===== src/rtl/cpu_pkg.sv =====
// Shared CPU front-end definitions: fetch FSM states and instruction constants.
package cpu_pkg;

    typedef enum logic [1:0] {
        IDLE    = 2'd0,
        ISSUE   = 2'd1,
        CAPTURE = 2'd2,
        HOLD    = 2'd3
    } fetch_state_t;

    localparam logic [31:0] NOP_INSTR   = 32'h0000_0013;
    localparam int unsigned INSTR_BYTES = 4;

endpackage


===== src/rtl/fetch_unit.sv =====
// Instruction fetch unit: PC register plus a four-state fetch FSM driving a
// synchronous instruction ROM and holding the fetched word in the IR.
module fetch_unit
    import cpu_pkg::*;
#(
    parameter int unsigned WIDTH    = 32,
    parameter int unsigned DEPTH    = 15,
    parameter int unsigned RESET_PC = 0
) (
    input  logic             clk,
    input  logic             rst,
    input  logic             fetch_req,
    input  logic             ir_ack,
    input  logic             redirect,
    input  logic [DEPTH-1:0] redirect_pc,
    output logic [DEPTH-1:0] imem_addr,
    output logic             imem_rd,
    input  logic [WIDTH-1:0] imem_data,
    output logic [WIDTH-1:0] instr,
    output logic [DEPTH-1:0] instr_pc,
    output logic             instr_valid,
    output logic             misaligned
);

    localparam logic [DEPTH-1:0] ALIGN_MASK = ~DEPTH'(INSTR_BYTES - 1);
    localparam logic [DEPTH-1:0] RESET_ADDR = DEPTH'(RESET_PC) & ALIGN_MASK;
    localparam logic [DEPTH-1:0] PC_STEP    = DEPTH'(INSTR_BYTES);

    fetch_state_t     state, state_nxt;
    logic [DEPTH-1:0] pc, pc_nxt;
    logic [WIDTH-1:0] instr_nxt;
    logic [DEPTH-1:0] instr_pc_nxt;
    logic             instr_valid_nxt;
    logic             misaligned_nxt;
    logic             imem_rd_nxt;
    logic [DEPTH-1:0] redirect_tgt;

    assign redirect_tgt = redirect_pc & ALIGN_MASK;
    assign imem_addr    = pc;

    // Next-state and next-register values; redirect overrides the PC in every state.
    always_comb begin
        state_nxt       = state;
        pc_nxt          = pc;
        instr_nxt       = instr;
        instr_pc_nxt    = instr_pc;
        instr_valid_nxt = instr_valid;
        misaligned_nxt  = redirect && (redirect_pc[1:0] != 2'b00);

        case (state)
            IDLE: begin
                if (fetch_req && !redirect) state_nxt = ISSUE;
            end
            ISSUE: begin
                state_nxt = CAPTURE;
            end
            CAPTURE: begin
                if (!redirect) begin
                    instr_nxt       = imem_data;
                    instr_pc_nxt    = pc;
                    instr_valid_nxt = 1'b1;
                    pc_nxt          = pc + PC_STEP;
                    state_nxt       = HOLD;
                end
            end
            HOLD: begin
                if (ir_ack && instr_valid) begin
                    instr_valid_nxt = 1'b0;
                    state_nxt       = fetch_req ? ISSUE : IDLE;
                end
            end
            default: state_nxt = IDLE;
        endcase

        // A redirect during an in-flight read discards it and refetches from the target.
        if (redirect) begin
            pc_nxt = redirect_tgt;
            if (state == ISSUE || state == CAPTURE) state_nxt = ISSUE;
        end

        imem_rd_nxt = (state_nxt == ISSUE);
    end

    always_ff @(posedge clk or negedge rst) begin
        if (!rst) begin
            state       <= IDLE;
            pc          <= RESET_ADDR;
            instr       <= WIDTH'(NOP_INSTR);
            instr_pc    <= RESET_ADDR;
            instr_valid <= 1'b0;
            misaligned  <= 1'b0;
            imem_rd     <= 1'b0;
        end else begin
            state       <= state_nxt;
            pc          <= pc_nxt;
            instr       <= instr_nxt;
            instr_pc    <= instr_pc_nxt;
            instr_valid <= instr_valid_nxt;
            misaligned  <= misaligned_nxt;
            imem_rd     <= imem_rd_nxt;
        end
    end

endmodule

===== config.mk =====
export PLATFORM = sky130hd
export DESIGN_NAME = fetch_unit
export DESIGN_NICKNAME = d
export VERILOG_FILES = /design/src/rtl/cpu_pkg.sv /design/src/rtl/fetch_unit.sv
export SDC_FILE = /design/constraint.sdc
export NUM_CORES = 1
export LEC_CHECK = 0
export ABC_AREA = 1
export CAP_MARGIN = 20
export CORE_AREA = 2 2 73 75
export CTS_CLUSTER_DIAMETER = 100
export DETAILED_ROUTE_END_ITERATION = 10
export DIE_AREA = 0 0 75 77
export DONT_BUFFER_PORTS = 1
export GPL_TIMING_DRIVEN = 0
export PLACE_DENSITY = 0.73
export SYNTH_ARGS = -nofsm -noshare
export SYNTH_HDL_FRONTEND = slang
export SYNTH_SLANG_ARGS = --single-unit

===== constraint.sdc =====
create_clock -name clk -period 1.6 [get_ports clk]
set_input_delay 0.32 -clock clk [delete_from_list [all_inputs] [get_ports clk]]
set_output_delay 0.32 -clock clk [all_outputs]
set_load 0.03 [all_outputs]

==> impl_metrics.tcl <==
set metrics [dict create \
    violations "negative hold slack" \
    clk_pin_slew_worst_paths_ns 0.07 \
    drt_drc_violations_left 0 \
    grt_overflow 0 \
    cts_tree "yes" \
    ys_top_cells_by_area "dfrtp_1 52%, nand2_1 18%, nor2_1 5.2%, nand3_1 3.5%, dfstp_2 2.7%" \
    setup_viol 0 \
    synth_seq_cells 63 \
    ys_seq_area_share_pct 54.9 \
    drive_gt1_share_pct 15.2 \
    clk_latency_ns 0.32 \
    slew_headroom_pct 66.6 \
    rsz0062_at_grt "no" \
    peakVddDrop_uv 1080 \
    crit_required_ns 1.80 \
    die-height_um 77 \
    p_per_area_mw_per_mm2 2180 \
    path_class "reg2reg" \
    worstMarginPinSlew_ns 0.501 \
    yosysWarnings 0 \
    root_buffer "clkbuf_8" \
    first_global_vias 2233 \
    internal-power_mw 3.69 \
    cp-start-kind "register" \
    skew_ns 0.00668 \
    report.final.slew_viol_count 0 \
    die_area_mm2 0.00578 \
    dpl.hpwl_mm 4.48 \
    start_util_pct 57.8 \
    outcome "finished, violations left" \
    power.total_mw 7.02 \
    hold_viol 63 \
    antenna_cells 0 \
    nFillCells 429 \
    wl_per_cell_um 15.0 \
    maxCapViolations 0 \
    cts_max_path_buffers 2 \
    fin_util_pct 64.6 \
    multi_input_area_mm2 0.00115 \
    worstPathArrival_ns 1.71 \
    synth_cells 336 \
    grt_usage_pct 23.3 \
    timing.rr.start "state[0]" \
    grt_pass1_wl_mm 10.3 \
    syn2layout_area_growth_pct 11.7 \
    num-nets-final 407 \
    critPathLaunch "state[0]" \
    drtPass1Iterations 4 \
    core.rowCount 26 \
    boundaryPins 117 \
    path_max_fanout 10 \
    pwr-share-comb_pct 21.1 \
    h-tree-depth 3 \
    gp_congestion 0.810 \
    p_sw_mw 3.32 \
    via_per_inst 5.24 \
    ant_nets 0 \
    antenna_found_initial 0 \
    synthesis.area_mm2 0.00288 \
    die_width_um 75 \
    ys_types 24 \
    grt_max_degree 64 \
    synth_top_area_share_pct 52.2 \
    vias 2231 \
    routed_wl_mm 6.40 \
    drt-initial-drc-count 135 \
    timing.final.crit_share_pct 94.4 \
    power_frac_seq_pct 58.7 \
    syn_avg_cell_area_um2 8.56 \
    core-area_mm2 0.00498 \
    p_sw_share_pct 47.4 \
    whs_ns -0.317 \
    seq_area_mm2 0.00158 \
    fin_crit_ns 1.51 \
    end_kind "register" \
    synth_top_area_cell "dfrtp_1" \
    hold_path.class "in2async" \
    numCtsBuffers 9 \
    timing.fmax_mhz 662 \
    io_buffers 0 \
    leakage_nw 1.63 \
    cts.sinks 63 \
    clock_power_share_pct 20.3 \
]
layout by cell type (no fill, tap or decap):
master     count
dfrtp_1       57
buf_6          3
a22oi_1        9
nor2_4         6
nand2_8        1
clkbuf_8      12
buf_2          6
dfstp_2        3
clkbuf_2       1
nand2_1      141
o21ai_0        4
nand3b_1       1
xnor2_1        1
ha_4           1
o211ai_1       2
nor2_1        40
a21oi_1        1
ha_1           2
buf_4          7
nand2_2        3
conb_1         4
nand4_1        5
nand3_1       20
dfrtp_2        3
clkinv_2       2
o211ai_2       2
inv_4          2
inv_1         13
clkbuf_1       2
ha_2           1
bufinv_16      1
path summary, 6_finish.rpt:
kind	endpoint	slack (ns)	cells past startpoint
min in group clk	instr[0]	0.08	2
worst min-delay path	state[0]	-0.32	0
worst min register to register	instr[4]	0.55	2
worst max-delay path	imem_addr[8]	0.09	6
worst max register to register	imem_addr[8]	0.09	6
max in group asynchronous	instr[4]	1.70	0
state kept, by name, indices dropped and copies added, names as in the netlist:
| signal | cells |
|---|---|
| misaligned | 1 |
| instr_pc | 13 |
| instr_valid | 1 |
| imem_addr | 13 |
| instr | 32 |
| imem_rd | 1 |
| state | 2 |
through the flow:
| stage | TNS, ns | std cells | setup slack (ns) | cell area (um^2) |
|---|---|---|---|---|
| 2_1_floorplan | 0 | 339 | 0.156 | 2890 |
| 3_3_place_gp | -0.0785 | 409 | -0.0324 | 2980 |
| 3_5_place_dp | -0.138 | 409 | -0.0585 | 2980 |
| 4_1_cts | 0 | 425 | 0.0258 | 3190 |
| 5_1_grt | 0 | 426 | 0.0403 | 3210 |
| 6_report | 0 | 426 | 0.0890 | 3210 |
power by group through the flow:
stage / combinational (mW) / sequential, mW / clock, mW
after floorplan: 1.20 / 3.97 / 0
after global placement: 1.39 / 4.12 / 0
after detailed placement: 1.46 / 4.14 / 0
after CTS: 1.47 / 4.11 / 1.45
after global routing: 1.73 / 4.21 / 1.53
final: 1.48 / 4.12 / 1.42
cell families after synthesis:
logic type      after synthesis  share of synthesized area, %
compound gates               18                          4.61
xor+xnor                      1                         0.304
fa+ha+maj                     4                          1.74
buf+inv                      32                          6.17
flops                        63                          54.9
other cells                   1                         0.130
simple gates                217                          32.1
area by class of cell:
cell class                      instances  share of cell area (%)
Sequential cell                        63                    49.3
Multi-Input combinational cell        244                    35.7
Buffer                                 17                    3.66
Clock buffer                           13                    5.26
Inverter                               15                    1.91
Timing Repair Buffer                    1                   0.234
Tap cell                               70                    2.73
Clock inverter                          3                    1.25
routing by layer:
layer	global-route usage [%]	vias to the layer above	wire, um
met5	0	-	0
met1	28.0	1042	2630
met2	37.7	92	3090
li1	-	1083	-
met3	6.57	14	541
met4	10.9	0	131
timing repair:
item,in CTS,in global routing
setup endpoints to repair,3,23
gates cloned,0,0
setup buffers,0,1
pin swaps,0,1
hold endpoints to repair,63,63
gates resized for setup,2,6
cells in the mapped netlist, drive strengths merged:
cell,number
a21oi,1
a22oi,9
buf,15
clkbuf,2
conb,1
dfrtp,60
dfstp,3
ha,4
inv,15
nand2,145
nand3,20
nand3b,1
nand4,5
nor2,46
o211ai,4
o21ai,4
xnor2,1
critical path: stages, from the launching register on:
cell and delay [ns]:
dfrtp_1 0.43, inv_1 0.11, ha_2 0.27, nor2_1 0.07, buf_2 0.20, a22oi_1 0.20
o211ai_2 0.11
Power figures use the tool's default switching activity.
